$ cat config.mk
export PLATFORM = sky130hd
export DESIGN_NAME = traffic_light_monitor_flat
export DESIGN_NICKNAME = d
export VERILOG_FILES = /design/src/rtl/traffic_pkg.sv /design/src/rtl/traffic_light_monitor_if.sv /design/src/rtl/lamp_phase_decoder.sv /design/src/rtl/traffic_light_monitor.sv /design/src/flat_wrapper.sv
export SDC_FILE = /design/constraint.sdc
export NUM_CORES = 1
export LEC_CHECK = 0
export CAP_MARGIN = 20
export CORE_AREA = 2 2 72 74
export CTS_BUF_LIST = sky130_fd_sc_hd__clkbuf_2
export CTS_CLUSTER_DIAMETER = 120
export DETAILED_ROUTE_END_ITERATION = 16
export DIE_AREA = 0 0 74 76
export SYNTH_ARGS = -nofsm -noshare
export SYNTH_HDL_FRONTEND = slang
export SYNTH_SLANG_ARGS = --single-unit
$ cat constraint.sdc
create_clock -name clk -period 2.8 [get_ports clk]
set_input_delay 0.84 -clock clk [delete_from_list [all_inputs] [get_ports clk]]
set_output_delay 0.84 -clock clk [all_outputs]
set_load 0.01 [all_outputs]
$ cat src/rtl/traffic_pkg.sv
// rtl/traffic_pkg.sv - shared phase/fault types and lamp patterns for the lamp-bus monitor
package traffic_pkg;

    typedef enum logic [2:0] {
        PH_GREEN,
        PH_YELLOW,
        PH_ALL_RED,
        PH_WALK,
        PH_DARK,
        PH_RED_YELLOW,
        PH_ILLEGAL,
        PH_UNKNOWN
    } phase_t;

    typedef enum logic [2:0] {
        FLT_NONE        = 3'd0,
        FLT_CONFLICT    = 3'd1,
        FLT_BAD_TRANS   = 3'd2,
        FLT_SHORT_DWELL = 3'd3,
        FLT_BAD_LEN     = 3'd4,
        FLT_STUCK       = 3'd5
    } fault_t;

    // Lamp vector order: {road_red, road_yellow, road_green, ped_red, ped_green}
    localparam logic [4:0] LAMP_GREEN      = 5'b00110;
    localparam logic [4:0] LAMP_YELLOW     = 5'b01010;
    localparam logic [4:0] LAMP_ALL_RED    = 5'b10010;
    localparam logic [4:0] LAMP_WALK       = 5'b10001;
    localparam logic [4:0] LAMP_DARK       = 5'b10000;
    localparam logic [4:0] LAMP_RED_YELLOW = 5'b11010;

    // WALK and DARK together form the pedestrian region
    function automatic logic is_ped(input phase_t p);
        return (p == PH_WALK) || (p == PH_DARK);
    endfunction

endpackage

$ cat src/rtl/traffic_light_monitor_if.sv
// rtl/traffic_light_monitor_if.sv - lamp bus plus monitor status signals
interface traffic_light_monitor_if;
    logic       road_red;
    logic       road_yellow;
    logic       road_green;
    logic       ped_red;
    logic       ped_green;
    logic       clr;
    logic       fault;
    logic [2:0] fault_code;
    logic [7:0] fault_count;
    logic       fs_active;
    logic       fs_road_yellow;

    modport master (
        output road_red, road_yellow, road_green, ped_red, ped_green, clr,
        input  fault, fault_code, fault_count, fs_active, fs_road_yellow
    );

    modport slave (
        input  road_red, road_yellow, road_green, ped_red, ped_green, clr,
        output fault, fault_code, fault_count, fs_active, fs_road_yellow
    );
endinterface

$ cat src/rtl/lamp_phase_decoder.sv
// rtl/lamp_phase_decoder.sv - combinational lamp vector to phase decode
module lamp_phase_decoder
    import traffic_pkg::*;
(
    input  logic [4:0] lamp_i,
    output phase_t     phase_o
);

    // Any pattern outside the six legal ones is a lamp conflict
    always_comb begin
        phase_o = PH_ILLEGAL;
        case (lamp_i)
            LAMP_GREEN:      phase_o = PH_GREEN;
            LAMP_YELLOW:     phase_o = PH_YELLOW;
            LAMP_ALL_RED:    phase_o = PH_ALL_RED;
            LAMP_WALK:       phase_o = PH_WALK;
            LAMP_DARK:       phase_o = PH_DARK;
            LAMP_RED_YELLOW: phase_o = PH_RED_YELLOW;
            default:         phase_o = PH_ILLEGAL;
        endcase
    end

endmodule

$ cat src/rtl/traffic_light_monitor.sv
// rtl/traffic_light_monitor.sv - lamp sequence/dwell safety monitor; MON_FAILSAFE_EN builds the yellow flash failsafe
module traffic_light_monitor
    import traffic_pkg::*;
#(
`ifdef MON_FAILSAFE_EN
    parameter int unsigned FLASH_HALF  = 4,
`endif
    parameter int unsigned MIN_GREEN   = 6,
    parameter int unsigned YELLOW_CYC  = 2,
    parameter int unsigned ALL_RED_MIN = 3,
    parameter int unsigned RY_CYC      = 2,
    parameter int unsigned MAX_DWELL   = 16
) (
    input logic              clk,
    input logic              rst,
    traffic_light_monitor_if.slave bus
);

    localparam logic [7:0] MIN_GREEN_C   = 8'(MIN_GREEN);
    localparam logic [7:0] YELLOW_CYC_C  = 8'(YELLOW_CYC);
    localparam logic [7:0] ALL_RED_MIN_C = 8'(ALL_RED_MIN);
    localparam logic [7:0] RY_CYC_C      = 8'(RY_CYC);
    localparam logic [7:0] STUCK_AT_C    = 8'(MAX_DWELL - 1);

    logic [4:0] lamp_q;
    phase_t     lamp_phase;
    phase_t     cur_phase_q, cur_phase_d;
    phase_t     ped_origin_q, ped_origin_d;
    logic [7:0] dwell_q, dwell_d;
    logic       fault_q, fault_d;
    fault_t     code_q, code_d;
    logic [7:0] count_q, count_d;
    fault_t     event_code;
    logic       same_region;
    logic       legal_trans;
    logic       short_dwell;
    logic       bad_len;

    // Capture the lamp drives every edge
    always_ff @(posedge clk or posedge rst) begin
        if (rst) lamp_q <= 5'b0;
        else     lamp_q <= {bus.road_red, bus.road_yellow, bus.road_green, bus.ped_red, bus.ped_green};
    end

    lamp_phase_decoder u_dec (
        .lamp_i  (lamp_q),
        .phase_o (lamp_phase)
    );

    assign same_region = (lamp_phase == cur_phase_q) || (is_ped(lamp_phase) && is_ped(cur_phase_q));

    // An ALL_RED reached by resync has no known origin, so either exit is accepted
    always_comb begin
        legal_trans = 1'b0;
        case (cur_phase_q)
            PH_GREEN:      legal_trans = (lamp_phase == PH_YELLOW);
            PH_YELLOW:     legal_trans = (lamp_phase == PH_ALL_RED);
            PH_ALL_RED:    legal_trans =
                ((lamp_phase == PH_WALK) && ((ped_origin_q == PH_YELLOW) || (ped_origin_q == PH_UNKNOWN))) ||
                ((lamp_phase == PH_RED_YELLOW) && (is_ped(ped_origin_q) || (ped_origin_q == PH_UNKNOWN)));
            PH_WALK,
            PH_DARK:       legal_trans = (lamp_phase == PH_ALL_RED);
            PH_RED_YELLOW: legal_trans = (lamp_phase == PH_GREEN);
            default:       legal_trans = 1'b0;
        endcase
    end

    assign short_dwell = ((cur_phase_q == PH_GREEN)   && (dwell_q < MIN_GREEN_C)) ||
                         ((cur_phase_q == PH_ALL_RED) && (dwell_q < ALL_RED_MIN_C));
    assign bad_len     = ((cur_phase_q == PH_YELLOW)     && (dwell_q != YELLOW_CYC_C)) ||
                         ((cur_phase_q == PH_RED_YELLOW) && (dwell_q != RY_CYC_C));

    // Phase tracker state register
    always_ff @(posedge clk or posedge rst) begin
        if (rst) begin
            cur_phase_q  <= PH_UNKNOWN;
            ped_origin_q <= PH_UNKNOWN;
            dwell_q      <= 8'd0;
        end else begin
            cur_phase_q  <= cur_phase_d;
            ped_origin_q <= ped_origin_d;
            dwell_q      <= dwell_d;
        end
    end

    // Phase tracker next state and fault classification; a conflict drops back to UNKNOWN
    // so the monitor resyncs on the next legal pattern instead of re-flagging it every cycle
    always_comb begin
        cur_phase_d  = cur_phase_q;
        ped_origin_d = ped_origin_q;
        dwell_d      = dwell_q;
        event_code   = FLT_NONE;
        if (cur_phase_q == PH_UNKNOWN) begin
            if (lamp_phase != PH_ILLEGAL) begin
                cur_phase_d  = lamp_phase;
                ped_origin_d = PH_UNKNOWN;
                dwell_d      = 8'd1;
            end
        end else if (lamp_phase == PH_ILLEGAL) begin
            event_code   = FLT_CONFLICT;
            cur_phase_d  = PH_UNKNOWN;
            ped_origin_d = PH_UNKNOWN;
            dwell_d      = 8'd0;
        end else if (same_region) begin
            cur_phase_d = lamp_phase;
            if (dwell_q != 8'hFF) dwell_d = dwell_q + 8'd1;
            if (dwell_q == STUCK_AT_C) event_code = FLT_STUCK;
        end else begin
            cur_phase_d = lamp_phase;
            dwell_d     = 8'd1;
            if (lamp_phase == PH_ALL_RED) ped_origin_d = cur_phase_q;
            if (!legal_trans)     event_code = FLT_BAD_TRANS;
            else if (short_dwell) event_code = FLT_SHORT_DWELL;
            else if (bad_len)     event_code = FLT_BAD_LEN;
        end
        if (bus.clr) begin
            cur_phase_d  = PH_UNKNOWN;
            ped_origin_d = PH_UNKNOWN;
            dwell_d      = 8'd0;
        end
    end

    // Fault latch and event counter registers
    always_ff @(posedge clk or posedge rst) begin
        if (rst) begin
            fault_q <= 1'b0;
            code_q  <= FLT_NONE;
            count_q <= 8'd0;
        end else begin
            fault_q <= fault_d;
            code_q  <= code_d;
            count_q <= count_d;
        end
    end

    // Clear applies first so an event in the same cycle is still latched
    always_comb begin
        fault_d = fault_q;
        code_d  = code_q;
        count_d = count_q;
        if (bus.clr) begin
            fault_d = 1'b0;
            code_d  = FLT_NONE;
        end
        if (event_code != FLT_NONE) begin
            if (!fault_d) begin
                fault_d = 1'b1;
                code_d  = event_code;
            end
            if (count_q != 8'hFF) count_d = count_q + 8'd1;
        end
    end

    assign bus.fault       = fault_q;
    assign bus.fault_code  = code_q;
    assign bus.fault_count = count_q;

`ifdef MON_FAILSAFE_EN
    localparam logic [7:0] FLASH_HALF_C = 8'(FLASH_HALF);

    logic       flash_q;
    logic [7:0] flash_cnt_q;

    // Yellow flash: on at fault rise, toggles every FLASH_HALF cycles, off with the fault
    always_ff @(posedge clk or posedge rst) begin
        if (rst) begin
            flash_q     <= 1'b0;
            flash_cnt_q <= 8'd0;
        end else if (!fault_d) begin
            flash_q     <= 1'b0;
            flash_cnt_q <= 8'd0;
        end else if (!fault_q) begin
            flash_q     <= 1'b1;
            flash_cnt_q <= 8'd1;
        end else if (flash_cnt_q == FLASH_HALF_C) begin
            flash_q     <= ~flash_q;
            flash_cnt_q <= 8'd1;
        end else begin
            flash_cnt_q <= flash_cnt_q + 8'd1;
        end
    end

    assign bus.fs_active      = fault_q;
    assign bus.fs_road_yellow = flash_q;
`else
    assign bus.fs_active      = 1'b0;
    assign bus.fs_road_yellow = 1'b0;
`endif

endmodule

$ cat src/flat_wrapper.sv
// flat-port wrapper written by rule: the top's interface ports become plain ports
module traffic_light_monitor_flat import traffic_pkg::*;
#(

    parameter int unsigned MIN_GREEN   = 6,
    parameter int unsigned YELLOW_CYC  = 2,
    parameter int unsigned ALL_RED_MIN = 3,
    parameter int unsigned RY_CYC      = 2,
    parameter int unsigned MAX_DWELL   = 16
)
  (clk, rst, bus_road_red, bus_road_yellow, bus_road_green, bus_ped_red, bus_ped_green, bus_clr, bus_fault, bus_fault_code, bus_fault_count, bus_fs_active, bus_fs_road_yellow);
  traffic_light_monitor_if bus_i ();
  input logic clk;
  input logic rst;
  input wire logic [$bits(bus_i.road_red)-1:0] bus_road_red;
  input wire logic [$bits(bus_i.road_yellow)-1:0] bus_road_yellow;
  input wire logic [$bits(bus_i.road_green)-1:0] bus_road_green;
  input wire logic [$bits(bus_i.ped_red)-1:0] bus_ped_red;
  input wire logic [$bits(bus_i.ped_green)-1:0] bus_ped_green;
  input wire logic [$bits(bus_i.clr)-1:0] bus_clr;
  output wire logic [$bits(bus_i.fault)-1:0] bus_fault;
  output wire logic [$bits(bus_i.fault_code)-1:0] bus_fault_code;
  output wire logic [$bits(bus_i.fault_count)-1:0] bus_fault_count;
  output wire logic [$bits(bus_i.fs_active)-1:0] bus_fs_active;
  output wire logic [$bits(bus_i.fs_road_yellow)-1:0] bus_fs_road_yellow;
  assign bus_i.road_red = bus_road_red;
  assign bus_i.road_yellow = bus_road_yellow;
  assign bus_i.road_green = bus_road_green;
  assign bus_i.ped_red = bus_ped_red;
  assign bus_i.ped_green = bus_ped_green;
  assign bus_i.clr = bus_clr;
  assign bus_fault = bus_i.fault;
  assign bus_fault_code = bus_i.fault_code;
  assign bus_fault_count = bus_i.fault_count;
  assign bus_fs_active = bus_i.fs_active;
  assign bus_fs_road_yellow = bus_i.fs_road_yellow;
  traffic_light_monitor #(.MIN_GREEN(MIN_GREEN), .YELLOW_CYC(YELLOW_CYC), .ALL_RED_MIN(ALL_RED_MIN), .RY_CYC(RY_CYC), .MAX_DWELL(MAX_DWELL)) u_core (.clk(clk), .rst(rst), .bus(bus_i));
endmodule
==> summary.md <==
| Metric | Value |
|---|---|
| Clock skew | `0.01270 ns` |
| Fin crit period | `2.661 ns` |
| Syn Inst Count | `217` |
| Sequential cell area | `788.3 um2` |
| Leakage | `0.9867 nW` |
| Commonest cells after routing, fill and taps aside | `dfrtp_1 (21), clkdlybuf4s50_1 (19), nand2_1 (18)` |
| Main synth FF type | `dfrtp_1` |
| Initial Util | `42.49%` |
| Largest net degree at the start of global routing | `32` |
| H-tree depth | `2` |
| Global-route wire length before repair | `7.238 mm` |
| Critical Path AT | `2.94 ns` |
| Placed Instance Area | `0.002320 mm2` |
| R2R Setup Slk | `0.14 ns` |
| Initial antenna violation count | `0` |
| Routed WL | `4.195 mm` |
| Reg2reg start | `u_core.lamp_q[0]` |
| EDFF count, synth | `0` |
| DR vias/cell | `5.277` |
| Avg Inst Size Synth | `9.618 um2` |
| Post-Syn Area | `0.002087 mm2` |
| Rel. slew slack | `53.29%` |
| Post-synthesis sequential area ratio | `37.53%` |
| Area occupied by multi-input gates | `0.001192 mm2` |
| Worst vdd ir | `0.3830 mV` |
| Yosys cell types | `67` |
| Iteration-0 DRC count of the detailed router | `139` |
| Crit share post-route | `95.03%` |
| Crit path from | `u_core.lamp_q[0]` |
| Die width | `74 um` |
| Measured slew at the worst slew-check pin | `0.6947 ns` |
| Overall power | `0.001099 W` |
| Post-synth ARST share | `100.0%` |
| Setup TNS | `0 ns` |
| Synth Register Bits | `31` |
| # clock sinks | `31` |
| Final GP Congestion | `0.8154` |
| Ys Warns | `0` |
| Final net count | `250` |
| Antenna-violating nets left | `0` |
| Crit end category | `register` |
| Fin area | `0.002397 mm2` |
| Average wire per standard cell | `13.53 um` |
| Fmax | `375.8 MHz` |
| CTS buffer count | `5` |
| Setup CP Type | `register to register` |
| Worst Hold Class | `register to register` |
| Clock Pin Slew Worst Setup and Hold Paths | `0.17 ns` |
| Commonest non-fill, non-tap cell in the layout | `dfrtp_1` |
| CP cell instances | `nand3b_4, or3_1, and3_4, nor4_4, nor2_4, o21a_4, a21oi_4, mux2_4` |
| Util after Layout | `48.80%` |
| Skew-Pair Late Insertion Delay | `0.37 ns` |
| Fillers | `469` |
| Vias in the first global route | `1,580` |
| HP Start | `u_core.ped_origin_q[2]` |
| Root Buffer | `clkbuf_2` |
| GRT busiest layer | `met2` |
| Pwr Density | `458.4 mW/mm2` |
| GRT Util Overall | `16.34%` |
| # IOs | `22` |
| Critical Path RT | `3.08 ns` |
| Drt pass-1 iters | `4` |
| Maximum clock insertion buffer count | `2` |
| Rows | `26` |
| Grt ovf | `0` |
| Core area | `0.004912 mm2` |
| Layout cells sized above 1 | `18.33%` |
| DRC | `0` |
| Run status | `finished, final reports clean` |
| Met3 Track Usage GR | `4.497%` |
| Setup Viol. Count Final | `0` |
| Area delta synth->final | `14.87%` |
| Max cap viols | `0` |
| Crit-path max FO | `11` |
| Fin Hold WS | `0.4975 ns` |
| CTS tree | `built` |
| Startpoint types | `register` |
| Final hold vios | `0` |
| Critical-path top delay cell | `dfrtp_2` |
| Slew Limit Fails | `0` |
| Die area | `0.005624 mm2` |
| HPWL Detailed | `2.997 mm` |
| Number of port buffers | `19` |
| CP max stage delay | `0.51 ns` |
| GR Util met1 | `21.81%` |
| Die Span Y | `76 um` |
| N_diodes | `0` |
| M2 GR Usage | `25.36%` |
| Via count | `1,636` |
| RSZ-0062 raised after global routing | `no` |
-- logic make-up after synthesis --
family	share of synthesized area, %
adders and majority gates	1.799
buffers and inverters	5.755
other	0.1797
AOI/OAI and AO/OA	19.42
muxes	4.196
xor gates and xnor gates	2.938
and+or+nand+nor	28.18
DFF	37.53
-- layer usage --
metal	wire (um)	up-vias
met5	0	-
met4	66	0
met3	204	7
met2	2010	33
met1	1914	775
li1	-	821
-- stage by stage --
stage	setup slack, ns	instances
6_report	0.1392	310
5_1_grt	0.008979	310
4_1_cts	0.05332	308
3_5_place_dp	0.07330	300
3_3_place_gp	0.1030	300
2_1_floorplan	0.2878	218
-- repair_timing --
action                     in CTS  in global routing
setup buffers                   0                  2
resized for setup               0                  5
hold buffers                    0                  0
setup endpoints to repair       0                  9
-- final cells by class --
class                      instances  share of cell area [%]
tap                               70                   3.653
clock buffer                       8                   1.670
inverter                          11                   1.722
multi-input combinational        165                   49.74
timing repair buffer              25                   10.33
sequential                        31                   32.88
-- registers in the layout, summed over array words and instances (netlist names) --
signal,count
u_core.lamp_q,5
u_core.cur_phase_q,3
u_core.bus.fault,1
u_core.dwell_q,8
u_core.bus.fault_code,3
u_core.bus.fault_count,8
u_core.ped_origin_q,3
-- power by group --
| group | switching [W] | internal, W | total (W) | leakage, nW |
|---|---|---|---|---|
| registers | 0.0000618 | 0.000499 | 0.000560 | 0.383 |
| clock network | 0.000154 | 0.0000737 | 0.000228 | 0.0332 |
| logic | 0.000134 | 0.000176 | 0.000311 | 0.570 |
-- Yosys cell counts, drive strengths merged (3+ instances only) --
library cell | count | area share, %
and2 | 6 | 1.8
and3 | 8 | 2.9
a2bb2oi | 3 | 1.3
nor2b | 5 | 1.5
nand2b | 8 | 2.4
dfstp | 6 | 7.6
nand3b | 3 | 1.7
a21oi | 11 | 3.5
dfrtp | 25 | 30
nand2 | 18 | 3.2
nor3 | 3 | 0.96
or2 | 4 | 1.2
xnor2 | 4 | 1.7
xor2 | 3 | 1.3
nand3 | 9 | 2.2
o21ai | 7 | 1.7
mux2i | 5 | 2.4
clkbuf | 4 | 0.72
a31oi | 4 | 1.9
nor2 | 16 | 3.2
a21boi | 4 | 1.4
ha | 3 | 1.8
mux2 | 3 | 1.8
buf | 7 | 3.1
inv | 11 | 2.0
-- worst max-delay path: cells and delay by family (launching register included) --
family          cells  cell delay, ns
mux                 1            0.31
simple gates        5            1.24
compound gates      2            0.51
flops               1            0.51
-- worst paths after layout --
path                                             end  depth (start not counted)
max in group asynchronous     u_core.ped_origin_q[0]                          3
hold reg to reg               u_core.ped_origin_q[2]                          2
min in group asynchronous          u_core.dwell_q[4]                          3
hold / removal                u_core.ped_origin_q[2]                          2
setup / recovery           u_core.bus.fault_count[1]                          8
setup reg to reg           u_core.bus.fault_count[1]                          8
Note: power is estimated with default switching activity, not from simulation.
